### src/rtl/alu_cmd_engine.sv
// alu_cmd_engine: queued multi-cycle ALU command engine.
// Commands {op, sv, A, B} are accepted on start && ready into an in-order FIFO
// and executed one at a time by an IDLE -> EXEC -> DONE sequencer.
// Ports:
//   clk, reset     - rising-edge clock, synchronous active-high reset
//   start          - command valid (accepted when ready is high)
//   op, sv, A, B   - opcode (0 nop,1 add,2 and,3 xor,4 mul,5 div), signedness, operands
//   ready          - command queue not full
//   busy           - queue non-empty or a command in flight
//   done           - one-cycle pulse, result/err valid
//   result, err    - 2*DATA_W result; err[0] div-by-zero, err[1] illegal op, err[2] overflow
// Build option: define ALU_CMD_DIV_EN to include the iterative divider;
// without it op 5 is reported as an illegal opcode.
module alu_cmd_engine #(
    parameter int unsigned DATA_W     = 32,
    parameter int unsigned FIFO_DEPTH = 4,
    parameter int unsigned MUL_CYCLES = 3
) (
    input  logic                  clk,
    input  logic                  reset,
    input  logic                  start,
    input  logic [3:0]            op,
    input  logic                  sv,
    input  logic [DATA_W-1:0]     A,
    input  logic [DATA_W-1:0]     B,
    output logic                  ready,
    output logic                  busy,
    output logic                  done,
    output logic [2*DATA_W-1:0]   result,
    output logic [7:0]            err
);
    localparam int unsigned PTR_W   = $clog2(FIFO_DEPTH);
    localparam int unsigned OCC_W   = PTR_W + 1;
    localparam int unsigned DIV_LAT = DATA_W + 1;
    localparam int unsigned LAT_MAX = (MUL_CYCLES > DIV_LAT) ? MUL_CYCLES : DIV_LAT;
    localparam int unsigned CNT_W   = $clog2(LAT_MAX + 1);

    localparam logic [3:0] OP_NOP = 4'd0;
    localparam logic [3:0] OP_ADD = 4'd1;
    localparam logic [3:0] OP_AND = 4'd2;
    localparam logic [3:0] OP_XOR = 4'd3;
    localparam logic [3:0] OP_MUL = 4'd4;
`ifdef ALU_CMD_DIV_EN
    localparam logic [3:0] OP_DIV = 4'd5;
    localparam logic [DATA_W-1:0] S_MIN = {1'b1, {(DATA_W-1){1'b0}}};
`endif

    typedef struct packed {
        logic [3:0]        op;
        logic              sv;
        logic [DATA_W-1:0] a;
        logic [DATA_W-1:0] b;
    } cmd_t;

    typedef enum logic [1:0] {S_IDLE, S_EXEC, S_DONE} state_t;

    cmd_t             fifo_mem [FIFO_DEPTH];
    logic [PTR_W-1:0] wr_ptr;
    logic [PTR_W-1:0] rd_ptr;
    logic [OCC_W-1:0] occ;
    logic [OCC_W-1:0] occ_nxt_c;
    logic             push_c;
    logic             pop_c;
    logic             busy_nxt_c;
    cmd_t             cmd_in_c;
    cmd_t             head_c;
    cmd_t             cur;
    state_t           state;
    logic [CNT_W-1:0] cnt;
    logic [CNT_W-1:0] lat_m1_c;

    logic [DATA_W:0]     sum_c;
    logic [2*DATA_W-1:0] ax_c;
    logic [2*DATA_W-1:0] bx_c;
    logic [2*DATA_W-1:0] res_c;
    logic                dz_c;
    logic                ill_c;
    logic                ovf_c;

`ifdef ALU_CMD_DIV_EN
    logic [DATA_W-1:0] quo;
    logic [DATA_W-1:0] rem;
    logic [DATA_W-1:0] dvs;
    logic              neg_a;
    logic              neg_b;
    logic [DATA_W:0]   rem_sh_c;
    logic [DATA_W:0]   diff_c;
    logic [DATA_W-1:0] q_fix_c;
    logic [DATA_W-1:0] r_fix_c;
`endif

    // Queue handshake; pops only happen when the sequencer is free to load.
    always_comb begin
        cmd_in_c   = '{op: op, sv: sv, a: A, b: B};
        head_c     = fifo_mem[rd_ptr];
        push_c     = start && ready && !reset;
        pop_c      = (occ != '0) && ((state == S_IDLE) || (state == S_DONE));
        occ_nxt_c  = occ + OCC_W'(push_c) - OCC_W'(pop_c);
        busy_nxt_c = (occ_nxt_c != '0) || pop_c || (state == S_EXEC);
    end

    // Execute latency minus one for the command about to be loaded.
    always_comb begin
        lat_m1_c = '0;
        case (head_c.op)
            OP_MUL:  lat_m1_c = CNT_W'(MUL_CYCLES - 1);
`ifdef ALU_CMD_DIV_EN
            OP_DIV:  lat_m1_c = CNT_W'(DATA_W);
`endif
            default: lat_m1_c = '0;
        endcase
    end

`ifdef ALU_CMD_DIV_EN
    // Restoring divider step on magnitudes, plus final sign fix-up.
    always_comb begin
        rem_sh_c = {rem, quo[DATA_W-1]};
        diff_c   = rem_sh_c - {1'b0, dvs};
        q_fix_c  = (neg_a ^ neg_b) ? -quo : quo;
        r_fix_c  = neg_a ? -rem : rem;
    end
`endif

    // Result and error flags of the command in flight, taken on its last EXEC cycle.
    always_comb begin
        res_c = '0;
        dz_c  = 1'b0;
        ill_c = 1'b0;
        ovf_c = 1'b0;
        sum_c = cur.sv ? ({cur.a[DATA_W-1], cur.a} + {cur.b[DATA_W-1], cur.b})
                       : ({1'b0, cur.a} + {1'b0, cur.b});
        ax_c  = cur.sv ? {{DATA_W{cur.a[DATA_W-1]}}, cur.a} : {{DATA_W{1'b0}}, cur.a};
        bx_c  = cur.sv ? {{DATA_W{cur.b[DATA_W-1]}}, cur.b} : {{DATA_W{1'b0}}, cur.b};
        case (cur.op)
            OP_NOP: res_c = '0;
            OP_ADD: begin
                res_c = cur.sv ? {{(DATA_W-1){sum_c[DATA_W]}}, sum_c}
                               : {{(DATA_W-1){1'b0}}, sum_c};
                ovf_c = cur.sv && (sum_c[DATA_W] != sum_c[DATA_W-1]);
            end
            OP_AND: res_c = {{DATA_W{1'b0}}, cur.a & cur.b};
            OP_XOR: res_c = {{DATA_W{1'b0}}, cur.a ^ cur.b};
            OP_MUL: res_c = ax_c * bx_c;
`ifdef ALU_CMD_DIV_EN
            OP_DIV: begin
                if (cur.b == '0) begin
                    dz_c = 1'b1;
                end else begin
                    res_c = {r_fix_c, q_fix_c};
                    ovf_c = cur.sv && (cur.a == S_MIN) && (cur.b == '1);
                end
            end
`endif
            default: ill_c = 1'b1;
        endcase
    end

    // Queue storage; contents need no reset since occupancy gates every read.
    always_ff @(posedge clk) begin
        if (push_c) begin
            fifo_mem[wr_ptr] <= cmd_in_c;
        end
    end

    // Queue pointers, sequencer and registered outputs.
    always_ff @(posedge clk) begin
        if (reset) begin
            wr_ptr <= '0;
            rd_ptr <= '0;
            occ    <= '0;
            ready  <= 1'b1;
            busy   <= 1'b0;
            done   <= 1'b0;
            result <= '0;
            err    <= '0;
            state  <= S_IDLE;
            cnt    <= '0;
            cur    <= '0;
`ifdef ALU_CMD_DIV_EN
            quo    <= '0;
            rem    <= '0;
            dvs    <= '0;
            neg_a  <= 1'b0;
            neg_b  <= 1'b0;
`endif
        end else begin
            done  <= 1'b0;
            occ   <= occ_nxt_c;
            ready <= (occ_nxt_c != OCC_W'(FIFO_DEPTH));
            busy  <= busy_nxt_c;
            if (push_c) begin
                wr_ptr <= wr_ptr + PTR_W'(1);
            end
            if (pop_c) begin
                rd_ptr <= rd_ptr + PTR_W'(1);
            end

            case (state)
                S_EXEC: begin
                    if (cnt == '0) begin
                        state  <= S_DONE;
                        done   <= 1'b1;
                        result <= res_c;
                        err    <= {5'b0, ovf_c, ill_c, dz_c};
                    end else begin
                        cnt <= cnt - CNT_W'(1);
`ifdef ALU_CMD_DIV_EN
                        if (cur.op == OP_DIV) begin
                            if (!diff_c[DATA_W]) begin
                                rem <= diff_c[DATA_W-1:0];
                                quo <= {quo[DATA_W-2:0], 1'b1};
                            end else begin
                                rem <= rem_sh_c[DATA_W-1:0];
                                quo <= {quo[DATA_W-2:0], 1'b0};
                            end
                        end
`endif
                    end
                end
                default: begin
                    // IDLE and DONE both load the next queued command if present.
                    if (pop_c) begin
                        state <= S_EXEC;
                        cur   <= head_c;
                        cnt   <= lat_m1_c;
`ifdef ALU_CMD_DIV_EN
                        neg_a <= head_c.sv && head_c.a[DATA_W-1];
                        neg_b <= head_c.sv && head_c.b[DATA_W-1];
                        quo   <= (head_c.sv && head_c.a[DATA_W-1]) ? -head_c.a : head_c.a;
                        dvs   <= (head_c.sv && head_c.b[DATA_W-1]) ? -head_c.b : head_c.b;
                        rem   <= '0;
`endif
                    end else begin
                        state <= S_IDLE;
                    end
                end
            endcase
        end
    end

endmodule

### config.mk
export PLATFORM = sky130hd
export DESIGN_NAME = alu_cmd_engine
export DESIGN_NICKNAME = d
export VERILOG_FILES = /design/src/rtl/alu_cmd_engine.sv
export SDC_FILE = /design/constraint.sdc
export NUM_CORES = 2
export LEC_CHECK = 0
export BUFFER_PORTS_ARGS = -buffer_cell sky130_fd_sc_hd__buf_2
export CORE_ASPECT_RATIO = 0.75
export CORE_MARGIN = 2
export CORE_UTILIZATION = 40
export CTS_CLUSTER_DIAMETER = 100
export DETAILED_ROUTE_END_ITERATION = 8
export SLEW_MARGIN = 25
export SYNTH_ARGS = -nofsm -noshare
export SYNTH_HDL_FRONTEND = slang
export SYNTH_SLANG_ARGS = --single-unit
export TNS_END_PERCENT = 100
### constraint.sdc
create_clock -name clk -period 11 [get_ports clk]
set_input_delay 0.55 -clock clk [delete_from_list [all_inputs] [get_ports clk]]
set_output_delay 0.55 -clock clk [all_outputs]
set_load 0.05 [all_outputs]
=== After elaboration in Yosys (flattened, before gate mapping) ===
Memories as Yosys holds them, arrays and structs flattened. A register that Yosys moved wholly into a read port is not among the register bits.
Index checks and enable logic that the tools add are counted.

* Bits of input ports: 72
* Register bits: 153
* Latch bits: 0
* Bits in read-only memories: 0
* Output and inout port bits: 75
* RAM bits: 276
* Logic and storage cells: 75
* Memories: 1

{| class="wikitable"
|+ Memories
! memory !! words !! width !! read ports !! clocked after memory_dff !! write ports !! RTL line !! RTL
|-
| fifo_mem || 4 || 69 || 1 || 1 || 1 || 57 || <nowiki>cmd_t fifo_mem [FIFO_DEPTH];</nowiki>
|}

* Shifts and indexed selects: 0
* Multiply operators: 1
* Multiplexer cells: 19
* $lt $le $gt $ge: 0
* Divide/modulo/power cells: 0
* Eq/ne operators: 11
* Reduce and logical (&&, ||, !) cells: 19
* $add $sub $neg: 7
* Bitwise logic cells: 3

{| class="wikitable"
|+ Operator list
! operator !! number
|-
| 64-bit one-hot mux with 4 select lines || 1
|-
| 64-bit 2-to-1 mux || 3
|-
| 32-bit by 32-bit adder with 33-bit output || 2
|-
| 64-bit by 64-bit multiplier with 64-bit output || 1
|-
| 33-bit 2-to-1 mux || 1
|-
| 32-bit bitwise AND || 1
|-
| 32-bit XOR || 1
|-
| 6-bit 2-to-1 mux || 3
|-
| 2-bit 2-to-1 mux || 5
|-
| 4-bit by 2-bit == test with 1-bit output (second input constant) || 2
|-
| 4-bit by 3-bit == test with 1-bit output (second input constant) || 2
|-
| 6-bit logical NOT || 1
|-
| 1-bit 2-to-1 mux || 6
|-
| 2-bit AND reduction || 3
|-
| 3-bit nonzero test || 2
|-
| 6-bit by 1-bit subtractor with 6-bit output (second input constant) || 1
|-
| 5-bit OR reduction || 1
|-
| 2-bit by 1-bit adder with 2-bit output (second input constant) || 2
|-
| 4-bit by 1-bit == test with 1-bit output (second input constant) || 1
|-
| 1-bit logical AND || 4
|-
| 4-bit logical NOT || 1
|-
| 3-bit by 1-bit adder with 3-bit output || 1
|-
| 1-bit logical OR || 3
|-
| 3-bit != test (second input constant) || 1
|-
| 11 further kinds || 11
|}

=== Depth between registers and ports, before layout ===
* Depth in word-level cells: 7
* Mapped depth: 35
* Depth with buffers taken out: 33

=== Worst setup path before layout ===
No wires, ideal clock.

* Path type: register to register
* From: register cur[64] (netlist bit)
* To: register result[49]
* Period minus slack after synthesis: 8.961 ns
* Stages on the path, launching flop included: 31
* Data required time: 10.925 ns
* Arrival: 8.886 ns
* Slack: 2.039 ns
* Buffers on the path: 3
* Library setup time: 0.075 ns
* Path through: dfxtp_1 -> clkbuf_1 -> and2_1 -> clkbuf_1 -> clkbuf_1 -> nand2_1 -> fa_1 -> inv_1 -> fa_1 -> fa_1 -> inv_1 -> fa_1 -> inv_1 -> fa_1 -> fa_1 -> fa_1 -> fa_1 -> fa_1 -> inv_1 -> fa_1 -> inv_1 -> ha_1 -> a21o_1 -> a2111oi_0 -> nor2_1 -> a21oi_1 -> nand2_1 -> a211oi_2 -> o21ai_1 -> mux2_1 -> a31oi_1

* Word-level cells in the longest chain between the ends: 3
* Elaborated cells on any way between the ends: 6
* Those cells by class: 1 x mul; 5 x mux

{| class="wikitable"
|+ Ends and longest elaborated chain
! item !! RTL line !! RTL
|-
| from (decl) || 67 || <nowiki>cmd_t cur;</nowiki>
|-
| from (signal assigned) || 178 || <nowiki>cur <= '0;</nowiki>
|-
| from (signal assigned) || 224 || <nowiki>cur <= head_c;</nowiki>
|-
| 64-bit 2-to-1 mux, or another cell as far along || 132 || <nowiki>ax_c = cur.sv ? {{DATA_W{cur.a[DATA_W-1]}}, cur.a} : {{DATA_W{1'b0}}, cur.a};</nowiki>
|-
| 64-bit by 64-bit multiplier with 64-bit output / 64-bit 2-to-1 mux (equally long branches) || 143, 137 ||
|-
| 64-bit one-hot mux with 4 select lines (*) || 134 || <nowiki>case (cur.op)</nowiki>
|-
| to (signal assigned) || 203 || <nowiki>result <= res_c;</nowiki>
|-
| to (decl) || 29 || <nowiki>output logic [2*DATA_W-1:0] result,</nowiki>
|}

Every way passes the cells marked *; elsewhere a longest branch is shown, timed or not.
A chain may end at the register's enable or synchronous reset.

=== Final worst setup path ===
* From: register cur[64] (netlist bit)
* To: register result[53]

The elaborated chain is that of the path after synthesis.

==> metrics.yaml <==
floorplanning:
  fp.dieArea_um2: 168000
  die_h_um: 355
  coreArea_um2: 163000
  io_pins: 147
  start_util: 0.404
  die_w_um: 472
  rows: 128
worst_hold_path:
  min_from: "A[25]"
  hold_path_class: "input port to register"
critical_path:
  worstPathMaxFanout: 23
  cp_num_buf_inv: 8
  critPathTopFamily: "adder cells"
  cp.required_ns: 11.45
  end_kind: "register"
  critPathArrivalTime_ns: 10.41
  crit_top_cell: "fa_1"
  setup.worst_path.class: "register to register"
  critPathSlowestCell: "fa_1"
  crit_path_start: "cur[64]$_SDFFE_PP0P_"
  crit-reg2reg-launch: "cur[64]$_SDFFE_PP0P_"
  cp-start-kind: "register"
  crit_path_max_incr_delay_ns: 0.93
logic_synthesis:
  ys_types: 91
  synth_top_family_by_area: "adder cells"
  synth_mux_area_frac: 0.0241
  synth_fa_ha_area_frac: 0.499
  ys_seq_area_frac: 0.173
  syn_inst: 6470
  synthArstFlopShare: 0
  synthFlopType: "edfxtp_1"
  synth_edf_count: 276
  synth_area_um2: 65800
  synth_compound_area_frac: 0.0555
  synthSimpleGateAreaFrac: 0.118
  ys_ff_latch: 431
  synthXorXnorAreaFrac: 0.0210
  syn_area_per_cell_um2: 10.2
  synth_warnings: 0
clock_tree:
  clk_pin_slew_worst_paths_ns: 0.07
  postCtsSetupRepairBufs: 0
  cts_buffer_depth: 3
  cts.sinks: 431
  tritoncts: "built"
  cts_resized: 0
  htree_levels: 2
  postCtsHoldBufs: 0
  cts_made_buffers: 45
  insertion_delay_ns: 0.60
  cts_root_buffer: "clkbuf_16"
sta:
  grt_setup_unrepaired: "no"
  period_share: 0.905
  drv_slew: 0
  fin_crit_ns: 9.96
  fmax_mhz: 100
  worst_slew_pin_slew_ns: 1.12
  setup_viol: 0
  hold_violations: 0
  fin_tns_setup_ns: 0
  worst_slack_ns: 1.04
  clock_skew_ns: 0.0187
  relSlewSlack: 0.253
route:
  viasPerCell: 5.23
  routed.top_layer: "met5"
  drc: 0
  drt.antenna.violating_nets: 0
  drtIter0Drc: 4218
  route.met2.wl_um: 82900
  routed_wirelength_um: 204000
  num_vias: 45200
  wl_met1_um: 98300
  wl_per_cell_um: 23.6
  met3_length_um: 19800
  drtPass1Iterations: 6
final_layout:
  final_common_cell: "inv_1"
  drive_above_1_share: 0.0721
  nFillCells: 15500
  fin_nets: 8296
  final_cell_mix: "inv_1, fa_1, nand2_1"
  area_growth_pct: 7.15
  final_util: 0.433
global_route:
  grt_pass1_wl_um: 316000
  grt_util_all_layers: 0.252
  antenna_found_initial: 12
  gr-total-overflow: 0
  grt_pass1_vias: 48000
  grt_start_max_net_pins: 70
status:
  status: "finished clean"
power_and_ir_drop:
  p_total_uw: 18900
  powerDensity_nw_per_um2: 268
  p_leak_uw: 0.0338
  peakVddDrop_v: 0.000232
place:
  post-place-ws_ns: 1.17
  gp_congestion: 0.955
  port_buffers: 140
  dp_hpwl_um: 168000
job:
  maxCapViolations: 0
## routing by layer
| layer | global-route usage | vias to the layer above |
|---|---|---|
| met2 | 0.350 | 1762 |
| met3 | 0.0574 | 153 |
| met5 | 0 | - |
| li1 | - | 19400 |
| met4 | 0.0372 | 10 |
| met1 | 0.403 | 23800 |
## worst paths after layout
| kind | cells after the start | endpoint | slack [ns] |
|---|---|---|---|
| worst max-delay path | 30 | result[53]$_SDFFE_PP0P_ | 1.04 |
| worst min-delay path | 1 | fifo_mem[0][57]$_DFFE_PP_ | 0.17 |
| worst max register to register | 30 | result[53]$_SDFFE_PP0P_ | 1.04 |
| worst min register to register | 2 | cur[57]$_SDFFE_PP0P_ | 0.45 |
## synth_stat cells (23+ instances only)
| library cell | number | area [um^2] |
|---|---|---|
| nand3_1 | 23 | 115 |
| nor2_1 | 126 | 473 |
| ha_1 | 348 | 4350 |
| nand2_1 | 736 | 2760 |
| o21ai_0 | 63 | 315 |
| and2_1 | 566 | 3540 |
| a21oi_1 | 228 | 1140 |
| inv_1 | 1570 | 5890 |
| clkbuf_1 | 287 | 1080 |
| nor3_1 | 30 | 150 |
| and3_1 | 33 | 206 |
| fa_1 | 1421 | 28400 |
| edfxtp_1 | 276 | 8290 |
| mux4_2 | 69 | 1550 |
| dfxtp_1 | 155 | 3100 |
| xnor2_1 | 114 | 998 |
| xor2_1 | 44 | 385 |
| a22oi_1 | 26 | 195 |
| a21o_1 | 42 | 315 |
## through the flow
| stage | hold slack, ns | area [um^2] | std cells |
|---|---|---|---|
| floorplan | 0.480 | 65800 | 6475 |
| global placement | 0.437 | 68900 | 8553 |
| detailed placement | 0.448 | 68900 | 8553 |
| CTS | 0.131 | 70400 | 8637 |
| global route | 0.154 | 70500 | 8638 |
| finish | 0.166 | 70500 | 8646 |
## report_power, final
group,internal (uW),total [uW],switching (uW)
registers,1910,2370,463
logic,5050,15000,9930
clock network,884,1560,679
## logic make-up (layout without fill, tap and decap cells)
kind of cell             count (synthesis)  in the layout
buffers and inverters                 1892           1909
adder cells (fa/ha/maj)               1773           1773
XOR/XNOR                               158            158
AND/OR/NAND/NOR                       1587           1587
AO/OA/AOI/OAI                          556            556
multiplexers                            72             72
flip-flops                             431            431
other                                    1             15
## sequential cells by signal, summed over array words and instances (netlist names), 2 cells and up, named ones only
signal    cells
cnt           6
cur          69
err           2
fifo_mem    276
occ           3
rd_ptr        2
result       64
state         2
wr_ptr        2
## worst reg2reg max path, delay by kind of cell, from the launching register on
kind	cells	cell delay, ns
adders and majority gates	11	6.13
AOI/OAI and AO/OA	6	1.46
buffers and inverters	8	1.09
and+or+nand+nor	4	0.62
DFF	1	0.32
xor gates and xnor gates	1	0.20
## cell type report
cell class / count / area (um^2) / area share
inverters: 1571 / 5900 / 0.0837
repair buffers: 254 / 1640 / 0.0233
diodes: 9 / 22.5 / 0.000320
well taps: 2145 / 2680 / 0.0381
multi-input cells: 4152 / 47300 / 0.671
clock buffers: 63 / 1290 / 0.0184
flip-flops and latches: 431 / 11400 / 0.162
clock inverters: 21 / 226 / 0.00321
Note: power is estimated with default switching activity, not from simulation.
